===== config.mk =====
export PLATFORM = sky130hd
export DESIGN_NAME = permuter_network_flat
export DESIGN_NICKNAME = d
export VERILOG_FILES = /design/src/rtl/permuter_network_if.sv /design/src/rtl/permuter_network.sv /design/src/flat_wrapper.sv
export SDC_FILE = /design/constraint.sdc
export NUM_CORES = 1
export LEC_CHECK = 0
export ABC_AREA = 1
export BUFFER_PORTS_ARGS = -buffer_cell sky130_fd_sc_hd__buf_2
export CAP_MARGIN = 20
export CELL_PAD_IN_SITES_DETAIL_PLACEMENT = 1
export CELL_PAD_IN_SITES_GLOBAL_PLACEMENT = 1
export CORE_MARGIN = 10
export CORE_UTILIZATION = 31
export CTS_BUF_LIST = sky130_fd_sc_hd__clkbuf_4 sky130_fd_sc_hd__clkbuf_8 sky130_fd_sc_hd__clkbuf_16
export DETAILED_ROUTE_END_ITERATION = 10
export PLACE_DENSITY_LB_ADDON = 0.1
export SYNTH_ARGS = -nofsm -noshare
export SYNTH_HDL_FRONTEND = slang
export SYNTH_SLANG_ARGS = --single-unit

===== constraint.sdc =====
create_clock -name clk -period 6.9 [get_ports clk]
set_input_delay 1.38 -clock clk [delete_from_list [all_inputs] [get_ports clk]]
set_output_delay 1.38 -clock clk [all_outputs]
set_load 0.02 [all_outputs]

===== src/rtl/permuter_network_if.sv =====
// Lane bundle for the deflection permutation network: per-lane flit inputs,
// per-lane permuted outputs and the deflection counter.
interface permuter_network_if #(
  parameter int N_PORTS = 4,
  parameter int DATA_W  = 64,
  parameter int PRIO_W  = 8,
  parameter int CNT_W   = 16
);
  localparam int L = $clog2(N_PORTS);

  logic [N_PORTS-1:0]        in_valid;
  logic [N_PORTS*PRIO_W-1:0] in_prio;
  logic [N_PORTS*L-1:0]      in_dst;
  logic [N_PORTS*DATA_W-1:0] in_data;

  logic [N_PORTS-1:0]        out_valid;
  logic [N_PORTS*DATA_W-1:0] out_data;
  logic [N_PORTS-1:0]        out_defl;
  logic [N_PORTS*L-1:0]      out_dst;
  logic [CNT_W-1:0]          defl_cnt;

  modport master (
    output in_valid, in_prio, in_dst, in_data,
    input  out_valid, out_data, out_defl, out_dst, defl_cnt
  );

  modport slave (
    input  in_valid, in_prio, in_dst, in_data,
    output out_valid, out_data, out_defl, out_dst, defl_cnt
  );
endinterface


===== src/rtl/permuter_network.sv =====
// log2(N)-stage butterfly of self-arbitrating 2x2 swap cells for the MinBD
// deflection datapath, with optional per-stage registers and a deflection counter.
module permuter_network #(
  parameter int N_PORTS = 4,
  parameter int DATA_W  = 64,
  parameter int PRIO_W  = 8,
  parameter int REG_MID = 0,
  parameter int CNT_W   = 16
) (
  input  logic clk,
  input  logic rst_n,
  input  logic en,
  input  logic cnt_clr,
  permuter_network_if.slave bus
);
  localparam int L  = $clog2(N_PORTS);
  localparam int IW = $clog2(N_PORTS + 1);
  localparam int SW = ((CNT_W > IW) ? CNT_W : IW) + 1;

  for (genvar s = 0; s < L; s++) begin : g_stage
    localparam int B = L - 1 - s;

    logic [N_PORTS-1:0]        a_v, a_f, c_v, c_f, q_v, q_f;
    logic [N_PORTS*PRIO_W-1:0] a_p, c_p, q_p;
    logic [N_PORTS*L-1:0]      a_x, c_x, q_x;
    logic [N_PORTS*DATA_W-1:0] a_d, c_d, q_d;

    if (s == 0) begin : g_in
      assign a_v = bus.in_valid;
      assign a_f = '0;
      assign a_p = bus.in_prio;
      assign a_x = bus.in_dst;
      assign a_d = bus.in_data;
    end else begin : g_link
      assign a_v = g_stage[s-1].q_v;
      assign a_f = g_stage[s-1].q_f;
      assign a_p = g_stage[s-1].q_p;
      assign a_x = g_stage[s-1].q_x;
      assign a_d = g_stage[s-1].q_d;
    end

    for (genvar k = 0; k < N_PORTS / 2; k++) begin : g_cell
      localparam int I = ((k >> B) << (B + 1)) | (k & ((1 << B) - 1));
      localparam int J = I + (1 << B);

      logic vi, vj, win_j, wbit, swap, lose;

      assign vi    = a_v[I];
      assign vj    = a_v[J];
      assign win_j = vj & (~vi | (a_p[J*PRIO_W +: PRIO_W] > a_p[I*PRIO_W +: PRIO_W]));
      assign wbit  = win_j ? a_x[J*L + B] : a_x[I*L + B];
      // winner on lane j sits on a lane whose bit b is 1
      assign swap  = (vi | vj) & (wbit != win_j);
      // loser takes the lane the winner left, so it is deflected iff both want the same half
      assign lose  = vi & vj & (a_x[I*L + B] == a_x[J*L + B]);

      assign c_v[I] = swap ? vj : vi;
      assign c_v[J] = swap ? vi : vj;
      assign c_f[I] = (swap ? a_f[J] : a_f[I]) | (lose & wbit);
      assign c_f[J] = (swap ? a_f[I] : a_f[J]) | (lose & ~wbit);
      assign c_p[I*PRIO_W +: PRIO_W] = swap ? a_p[J*PRIO_W +: PRIO_W] : a_p[I*PRIO_W +: PRIO_W];
      assign c_p[J*PRIO_W +: PRIO_W] = swap ? a_p[I*PRIO_W +: PRIO_W] : a_p[J*PRIO_W +: PRIO_W];
      assign c_x[I*L +: L] = swap ? a_x[J*L +: L] : a_x[I*L +: L];
      assign c_x[J*L +: L] = swap ? a_x[I*L +: L] : a_x[J*L +: L];
      assign c_d[I*DATA_W +: DATA_W] = swap ? a_d[J*DATA_W +: DATA_W] : a_d[I*DATA_W +: DATA_W];
      assign c_d[J*DATA_W +: DATA_W] = swap ? a_d[I*DATA_W +: DATA_W] : a_d[J*DATA_W +: DATA_W];
    end

    // last stage is always registered: it doubles as the output register
    if (REG_MID != 0 || s == L - 1) begin : g_reg
      always_ff @(posedge clk) begin
        if (!rst_n) begin
          {q_v, q_f, q_p, q_x, q_d} <= '0;
        end else if (en) begin
          q_v <= c_v;
          q_f <= c_f;
          q_p <= c_p;
          q_x <= c_x;
          q_d <= c_d;
        end
      end
    end else begin : g_comb
      assign q_v = c_v;
      assign q_f = c_f;
      assign q_p = c_p;
      assign q_x = c_x;
      assign q_d = c_d;
    end
  end

  assign bus.out_valid = g_stage[L-1].q_v;
  assign bus.out_defl  = g_stage[L-1].q_f;
  assign bus.out_dst   = g_stage[L-1].q_x;
  assign bus.out_data  = g_stage[L-1].q_d;

  logic unused_prio;
  assign unused_prio = ^g_stage[L-1].q_p;

  logic [N_PORTS-1:0] ld_defl;
  logic [IW-1:0]      inc;
  logic [SW-1:0]      sum;
  logic [CNT_W-1:0]   cnt_q;

  assign ld_defl = g_stage[L-1].c_v & g_stage[L-1].c_f;

  always_comb begin
    inc = '0;
    for (int i = 0; i < N_PORTS; i++) begin
      inc = inc + IW'(ld_defl[i]);
    end
  end

  assign sum = SW'(cnt_q) + SW'(inc);

  always_ff @(posedge clk) begin
    if (!rst_n) begin
      cnt_q <= '0;
    end else if (cnt_clr) begin
      cnt_q <= '0;
    end else if (en) begin
      cnt_q <= (|sum[SW-1:CNT_W]) ? '1 : sum[CNT_W-1:0];
    end
  end

  assign bus.defl_cnt = cnt_q;
endmodule

===== src/flat_wrapper.sv =====
// flat-port wrapper written by rule: the top's interface ports become plain ports
module permuter_network_flat 
#(
  parameter int N_PORTS = 4,
  parameter int DATA_W  = 64,
  parameter int PRIO_W  = 8,
  parameter int REG_MID = 0,
  parameter int CNT_W   = 16
)
  (clk, rst_n, en, cnt_clr, bus_in_valid, bus_in_prio, bus_in_dst, bus_in_data, bus_out_valid, bus_out_data, bus_out_defl, bus_out_dst, bus_defl_cnt);
  permuter_network_if #(.N_PORTS(N_PORTS), .DATA_W(DATA_W), .PRIO_W(PRIO_W), .CNT_W(CNT_W)) bus_i ();
  input  logic clk;
  input  logic rst_n;
  input  logic en;
  input  logic cnt_clr;
  input wire logic [$bits(bus_i.in_valid)-1:0] bus_in_valid;
  input wire logic [$bits(bus_i.in_prio)-1:0] bus_in_prio;
  input wire logic [$bits(bus_i.in_dst)-1:0] bus_in_dst;
  input wire logic [$bits(bus_i.in_data)-1:0] bus_in_data;
  output wire logic [$bits(bus_i.out_valid)-1:0] bus_out_valid;
  output wire logic [$bits(bus_i.out_data)-1:0] bus_out_data;
  output wire logic [$bits(bus_i.out_defl)-1:0] bus_out_defl;
  output wire logic [$bits(bus_i.out_dst)-1:0] bus_out_dst;
  output wire logic [$bits(bus_i.defl_cnt)-1:0] bus_defl_cnt;
  assign bus_i.in_valid = bus_in_valid;
  assign bus_i.in_prio = bus_in_prio;
  assign bus_i.in_dst = bus_in_dst;
  assign bus_i.in_data = bus_in_data;
  assign bus_out_valid = bus_i.out_valid;
  assign bus_out_data = bus_i.out_data;
  assign bus_out_defl = bus_i.out_defl;
  assign bus_out_dst = bus_i.out_dst;
  assign bus_defl_cnt = bus_i.defl_cnt;
  permuter_network #(.N_PORTS(N_PORTS), .DATA_W(DATA_W), .PRIO_W(PRIO_W), .REG_MID(REG_MID), .CNT_W(CNT_W)) u_core (.clk(clk), .rst_n(rst_n), .en(en), .cnt_clr(cnt_clr), .bus(bus_i));
endmodule

==> qor.tcl, run 1 <==
set qor(globalRouteTotalUtil) 0.250
set qor(p_seq_frac) 0.307
set qor(cts_root_buf) {clkbuf_16}
set qor(post_route_cells_drive_above_1_share) 0.251
set qor(finalWirelength_um) 89400
set qor(antenna_found_initial) 17
set qor(place.detailed.hpwl_um) 65200
set qor(syn_inst) 2911
set qor(finalWeightedCongestion) 0.879
set qor(power.share.combinational) 0.353
set qor(power_report.internal_total_w) 0.00394
set qor(irDropWorstVdd_uv) 186
set qor(floorplan.io_pins) 592
set qor(layout_common_cells) {nand2_1, buf_2, nand3_1, a21oi_1, dfxtp_1}
set qor(drtPass1Iterations) 5
set qor(drt_iter0_drc) 1203
set qor(grt_start_max_net_pins) 125
set qor(tritoncts) {yes}
set qor(core.rowCount) 88
set qor(power.total_w) 0.00644
set qor(design.final.nets) 3747
set qor(clk_transition_reported_paths_ns) 0.06
set qor(proportion_of_synthesized_chip_area_in_sequential_cells) 0.321
set qor(arrival_time_reported_for_the_critical_path_endpoint_ns) 7.11
set qor(postLayoutSetupSlackWorst_ns) 0.264
set qor(ys_types) 38
set qor(clock_sinks) 288
set qor(drt_via_density) 5.24
set qor(hold_path.class) {flop to flop}
set qor(worst_path_largest_cell_delay_ns) 0.45
set qor(min_period_over_period) 0.962
set qor(grt_first_pass_wirelength_um) 133000
set qor(route.detailed.drc) 0
set qor(tritoncts.num_buffers) 40
set qor(floorplan.die.height_um) 261
set qor(synthesis.yosys.warnings) 0
set qor(final_cell_area_sq_um) 23400
set qor(type_of_destination_of_the_critical_path) {flop}
set qor(critical_path.n_buffers_inverters) 5
set qor(cts-root-to-sink-buffers) 3
set qor(cts.hold.buffers_added) 0
set qor(clock_power_share) 0.340
set qor(core_box_area_sq_um) 57500
set qor(worst_skew_pair.late_latency_ns) 0.56
set qor(report.final.setup_viol) 0
set qor(pwr_density_cell_nw_per_um2) 276
set qor(dieArea_sq_um) 68000
set qor(layout.cells.most_common) {nand2_1}
set qor(start_util) 0.312
set qor(cp_slowest_cell) {o41ai_4}
set qor(worst_slew_pin_slew_ns) 1.20
set qor(synth.cell_area_sq_um) 18000
set qor(place.port_buffers) 591
set qor(mappedNetlistNets) 3254
set qor(crit_family) {simple AND/OR/NAND/NOR gates}
set qor(crit_path_frequent_cell) {nand2_1}
set qor(routed-via-count) 22021
set qor(dpl_cell_area_sq_um) 21700
set qor(critical_path_class) {input pin to flop}
set qor(hold_viol_final) 0
set qor(filler_cell_count) 7720
set qor(placement.setup.worst_slack_ns) -0.564
set qor(grt_remaining_overflow) 0
set qor(flow.area_growth_from_synthesis_pct) 30.1
set qor(total_leakage_power_nw) 11.3
set qor(drtAntennaViolNets) 0
set qor(switchingPower_w) 0.00250
set qor(number_of_global_route_vias_before_repair) 22345
set qor(seq_cells_post_synth) 288
set qor(detail_route.wl_per_cell_um) 21.3
set qor(worstSetupStartpointType) {input pin}
set qor(max-slew-margin-rel) 0.198
set qor(timing.critical_path.required_ns) 7.37
set qor(worst-path-max-fanout) 6
set qor(post_synth.cell_area_avg_sq_um) 6.17
set qor(timing_max_transition_violations_final) 0
set qor(netSwitchingFraction) 0.389
set qor(die-width_um) 261
set qor(status) {completed}
set qor(max-cap-violations) 0
set qor(timing.fmax_mhz) 151
set qor(period_needed_ns) 6.64
set qor(cts-htree-levels) 2
set qor(clock_skew_ns) 0.0222
[cell type report]
class / instances / area (sq um) / share of cell area
Multi-Input combinational cell: 2191 / 10700 / 0.457
Sequential cell: 288 / 5770 / 0.247
Timing Repair Buffer: 690 / 3810 / 0.163
Clock buffer: 56 / 1150 / 0.0493
Tap cell: 765 / 957 / 0.0410
Inverter: 193 / 773 / 0.0331
Clock inverter: 13 / 211 / 0.00905
Antenna cell: 8 / 20.0 / 0.000857
[layer usage]
layer / track usage / part of all wire
met4: 0.108 / 0.043
met2: 0.421 / 0.48
met1: 0.297 / 0.41
met5: 0 / 0.00079
met3: 0.0630 / 0.066
[synthesized netlist by cell type (all sizes together)]
master,count,share of area
a31oi,5,0.0017
a211oi,1,0.00042
and3,1,0.00035
o211ai,2,0.00084
nand3,554,0.16
a221oi,1,0.00049
or2,3,0.0010
a311oi,1,0.00049
fa,2,0.0022
clkbuf,100,0.021
nor4,1,0.00035
and2,1,0.00035
o41ai,1,0.00049
nand4,13,0.0045
xor2,5,0.0024
nand2,773,0.16
a21o,2,0.00084
o21ai,167,0.047
xnor2,3,0.0015
nor3,2,0.00056
dfxtp,288,0.32
ha,37,0.026
inv,191,0.040
o21bai,1,0.00042
nor2,177,0.037
clkinv,2,0.00049
a21oi,438,0.12
buf,139,0.047
[state kept, by name, summed over array words and instances, names as in the netlist]
register              count
u_core.bus.out_valid      4
u_core.bus.out_dst        8
u_core.bus.out_defl       4
u_core.bus.out_data     256
u_core.bus.defl_cnt      16
[power by group through the flow]
stage | clock network (W) | logic [W] | registers [W]
after global placement | 0 | 0.00218 | 0.00201
final | 0.00219 | 0.00227 | 0.00198
after floorplan | 0 | 0.00126 | 0.00221
after detailed placement | 0 | 0.00225 | 0.00201
after global routing | 0.00232 | 0.00252 | 0.00200
after CTS | 0.00225 | 0.00226 | 0.00198
[worst paths after layout]
kind,endpoint,startpoint,depth (start not counted),slack [ns]
max,u_core.bus.defl_cnt[9],bus_in_prio[17],40,0.26
min,u_core.bus.out_data[91],u_core.bus.out_data[91],2,0.46
max reg2reg,u_core.bus.defl_cnt[9],u_core.bus.defl_cnt[0],11,4.76
min reg2reg,u_core.bus.out_data[91],u_core.bus.out_data[91],2,0.46
[tightest hold or removal path, delay by kind of cell (launching register included)]
| family | cells | cell delay [ns] |
|---|---|---|
| compound gates | 1 | 0.05 |
| flops | 1 | 0.30 |
| simple gates | 1 | 0.06 |
[per-stage QoR]
| stage | hold WS (ns) | TNS (ns) | utilization | std cells |
|---|---|---|---|---|
| floorplan | 0.545 | -0.0117 | - | 2911 |
| global route | 0.480 | -1.22 | 0.406 | 4201 |
| CTS | 0.462 | 0 | 0.402 | 4189 |
| global placement | 0.451 | -3.29 | 0.378 | 4119 |
| finish | 0.461 | 0 | 0.406 | 4204 |
| detailed placement | 0.453 | -6.66 | 0.378 | 4119 |
[repair_timing]
item,4_1_cts,5_1_grt
endpoints found under the setup margin,2,16
gates resized for setup,0,44
buffers inserted,1,6
cloned,0,2
pin swaps,1,20
[logic make-up (layout without fill, tap and decap cells)]
| kind of cell | Yosys count | count (layout) | share of synthesized area |
|---|---|---|---|
| other | 0 | 8 | 0 |
| and+or+nand+nor | 1525 | 1525 | 0.365 |
| buffers and inverters | 432 | 952 | 0.108 |
| adders and majority gates | 39 | 39 | 0.0280 |
| xor gates and xnor gates | 8 | 8 | 0.00390 |
| AOI/OAI and AO/OA | 619 | 619 | 0.174 |
| DFF | 288 | 288 | 0.321 |
(Power assumes the default switching activity.)
==> run 2, diff against run 1 <==
- CELL_PAD_IN_SITES_DETAIL_PLACEMENT: 1 -> 0
- SLEW_MARGIN: default -> 0
==> qor.tcl, run 2 (same netlist as run 1, synthesis figures left out) <==
set qor(status) {completed}
set qor(number_of_global_route_vias_before_repair) 19900 ;# -11%
set qor(hold_path.class) {flop to flop}
set qor(clock_skew_ns) 0.0114 ;# -0.0107 ns
set qor(multiInputGateArea_sq_um) 10700 ;# -0.15%
set qor(place.port_buffers) 591 ;# unchanged
set qor(dieArea_sq_um) 68000 ;# unchanged
set qor(cts-htree-levels) 2 ;# unchanged
set qor(min_period_over_period) 0.962 ;# about the same
set qor(core.rowCount) 88 ;# unchanged
set qor(core_box_area_sq_um) 57500 ;# unchanged
set qor(arrival_time_reported_for_the_critical_path_endpoint_ns) 7.12 ;# about the same
set qor(cts-root-to-sink-buffers) 3 ;# unchanged
set qor(clock_sinks) 288 ;# unchanged
set qor(crit_family) {simple AND/OR/NAND/NOR gates}
set qor(fin_util) 0.404 ;# -0.00196
set qor(worst-path-max-fanout) 7 ;# +1
set qor(worstSetupStartpointType) {input pin}
set qor(max-slew-margin-rel) 0.210 ;# +0.0121
set qor(netSwitchingFraction) 0.391 ;# +0.00200
set qor(worst_slew_pin_slew_ns) 1.19 ;# -0.0182 ns
set qor(grt_start_max_net_pins) 125 ;# unchanged
set qor(die-width_um) 261 ;# unchanged
set qor(drt_via_density) 5.11 ;# -2.4%
set qor(dp.cells) 4119 ;# unchanged
set qor(power.share.combinational) 0.357 ;# +0.004
set qor(flow.area_growth_from_synthesis_pct) 29.4
set qor(layout.cells.most_common) {nand2_1}
set qor(max-cap-violations) 0 ;# unchanged
set qor(route.detailed.drc) 0 ;# unchanged
set qor(hold_viol_final) 0 ;# unchanged
set qor(p_seq_frac) 0.316 ;# +0.009
set qor(critical_path_class) {input pin to flop}
set qor(antenna_found_initial) 14 ;# -3
set qor(clk_transition_reported_paths_ns) 0.06 ;# about the same
set qor(grt_first_pass_wirelength_um) 124000 ;# -6.7%
set qor(power_report.internal_total_w) 0.00381 ;# -3.3%
set qor(start_util) 0.312 ;# unchanged
set qor(floorplan.die.height_um) 261 ;# unchanged
set qor(detail_route.wl_per_cell_um) 20.2 ;# -5.1%
set qor(timing_max_transition_violations_final) 0 ;# unchanged
set qor(power.total_w) 0.00625 ;# -3.0%
set qor(timing.critical_path.required_ns) 7.38 ;# about the same
set qor(routed-via-count) 21466 ;# -2.5%
set qor(tritoncts) {yes}
set qor(irDropWorstVdd_uv) 175 ;# -5.6%
set qor(design.final.nets) 3744 ;# -0.080%
set qor(postLayoutSetupSlackWorst_ns) 0.264 ;# -0.000135 ns
set qor(floorplan.io_pins) 592 ;# unchanged
set qor(layout.area.seq_sq_um) 5770 ;# unchanged
set qor(fin_hold_ws_ns) 0.458 ;# -0.00305 ns
set qor(worst_skew_pair.late_latency_ns) 0.56 ;# about the same
set qor(critical_path.n_buffers_inverters) 6 ;# +1
set qor(cts.hold.buffers_added) 0 ;# unchanged
set qor(switchingPower_w) 0.00244 ;# -2.5%
set qor(total_leakage_power_nw) 11.3 ;# -0.44%
set qor(place.detailed.hpwl_um) 61100 ;# -6.3%
set qor(post_route_cells_drive_above_1_share) 0.249 ;# -0.00182
set qor(finalWirelength_um) 84800 ;# -5.2%
set qor(grt_remaining_overflow) 0 ;# unchanged
set qor(timing.fmax_mhz) 151 ;# about the same
set qor(cts_root_buf) {clkbuf_16}
set qor(drt_iter0_drc) 1779 ;# +48%
set qor(largest_register_ff_count) 256 ;# unchanged
set qor(drtPass1Iterations) 7 ;# +2
set qor(tritoncts.num_buffers) 38 ;# -5.0%
set qor(clock_power_share) 0.327 ;# -0.013
set qor(period_needed_ns) 6.64 ;# +0.000135 ns
set qor(finalWeightedCongestion) 0.879 ;# unchanged
set qor(cp_slowest_cell) {fa_2}
set qor(worst_path_largest_cell_delay_ns) 0.56 ;# +0.11 ns
set qor(instances_no_fill) 4200 ;# -0.095%
set qor(report.final.setup_viol) 0 ;# unchanged
set qor(globalRouteTotalUtil) 0.235 ;# -0.0154
set qor(drtAntennaViolNets) 0 ;# unchanged
set qor(layout_common_cells) {nand2_1, buf_2, nand3_1, a21oi_1, dfxtp_1}
set qor(filler_cell_count) 6322 ;# -18%
set qor(type_of_destination_of_the_critical_path) {flop}
set qor(placement.setup.worst_slack_ns) -0.420 ;# +0.143 ns
set qor(pwr_density_cell_nw_per_um2) 269 ;# -2.5%
[run 2: cell count changes in the layout (fill, tap and decap cells not counted), moves of 3 or more]
cell,change
nand3_2,-3
nand2_2,-3
bufinv_16,-3
nand2_4,+3
clkbuf_4,-5
clkbuf_8,+5
[run 2: layer usage]
layer	up-vias	global-route usage	wire length, um
met3	112	0.0522	6390
met1	9955	0.292	35200
met5	-	0	75
li1	10636	-	-
met2	751	0.398	41000
met4	12	0.0702	2110
[run 2: per-stage QoR]
stage / cell area (sq um) / TNS, ns
global placement: 21700 / -3.29
CTS: 23000 / 0
detailed placement: 21700 / -4.38
global route: 23200 / -0.104
finish: 23200 / 0
floorplan: 18300 / -0.0117
[run 2: repair_timing]
item / 4_1_cts / 5_1_grt
resized for setup: 0 / 37
endpoints found under the setup margin: 0 / 12
buffers inserted: 0 / 6
[run 2: path summary, 6_finish.rpt]
check             depth (start not counted)                startpoint                       end  slack [ns]
setup / recovery                         39           bus_in_prio[15]   u_core.bus.defl_cnt[10]        0.26
hold reg to reg                           2  u_core.bus.out_data[195]  u_core.bus.out_data[195]        0.46
setup reg to reg                         11    u_core.bus.defl_cnt[0]   u_core.bus.defl_cnt[10]        4.73
hold / removal                            2  u_core.bus.out_data[195]  u_core.bus.out_data[195]        0.46
[run 2: worst register-to-register path, stage by stage (launching register included)]
cell and delay [ns]:
dfxtp_1 0.40, ha_4 0.17, inv_2 0.04, fa_2 0.36
o21bai_1 0.20, nand4_1 0.15, nor2_2 0.17, inv_2 0.08
nor2_2 0.10, and3_4 0.19, nand3_2 0.08, a21oi_1 0.15
[run 2: cell type report]
class                           count  area share
Sequential cell                   288       0.248
Timing Repair Buffer              689       0.164
Clock inverter                     12     0.00576
Antenna cell                        7    0.000754
Clock buffer                       55      0.0491
Inverter                          193      0.0333
Tap cell                          765      0.0412
Multi-Input combinational cell   2191       0.458
[run 2: power by group through the flow]
stage               clock (W)  sequential (W)  combinational (W)
detailed placement          0         0.00201            0.00220
global route          0.00216         0.00199            0.00247
global placement            0         0.00201            0.00218
floorplan                   0         0.00221            0.00126
finish                0.00204         0.00198            0.00223
CTS                   0.00211         0.00198            0.00221
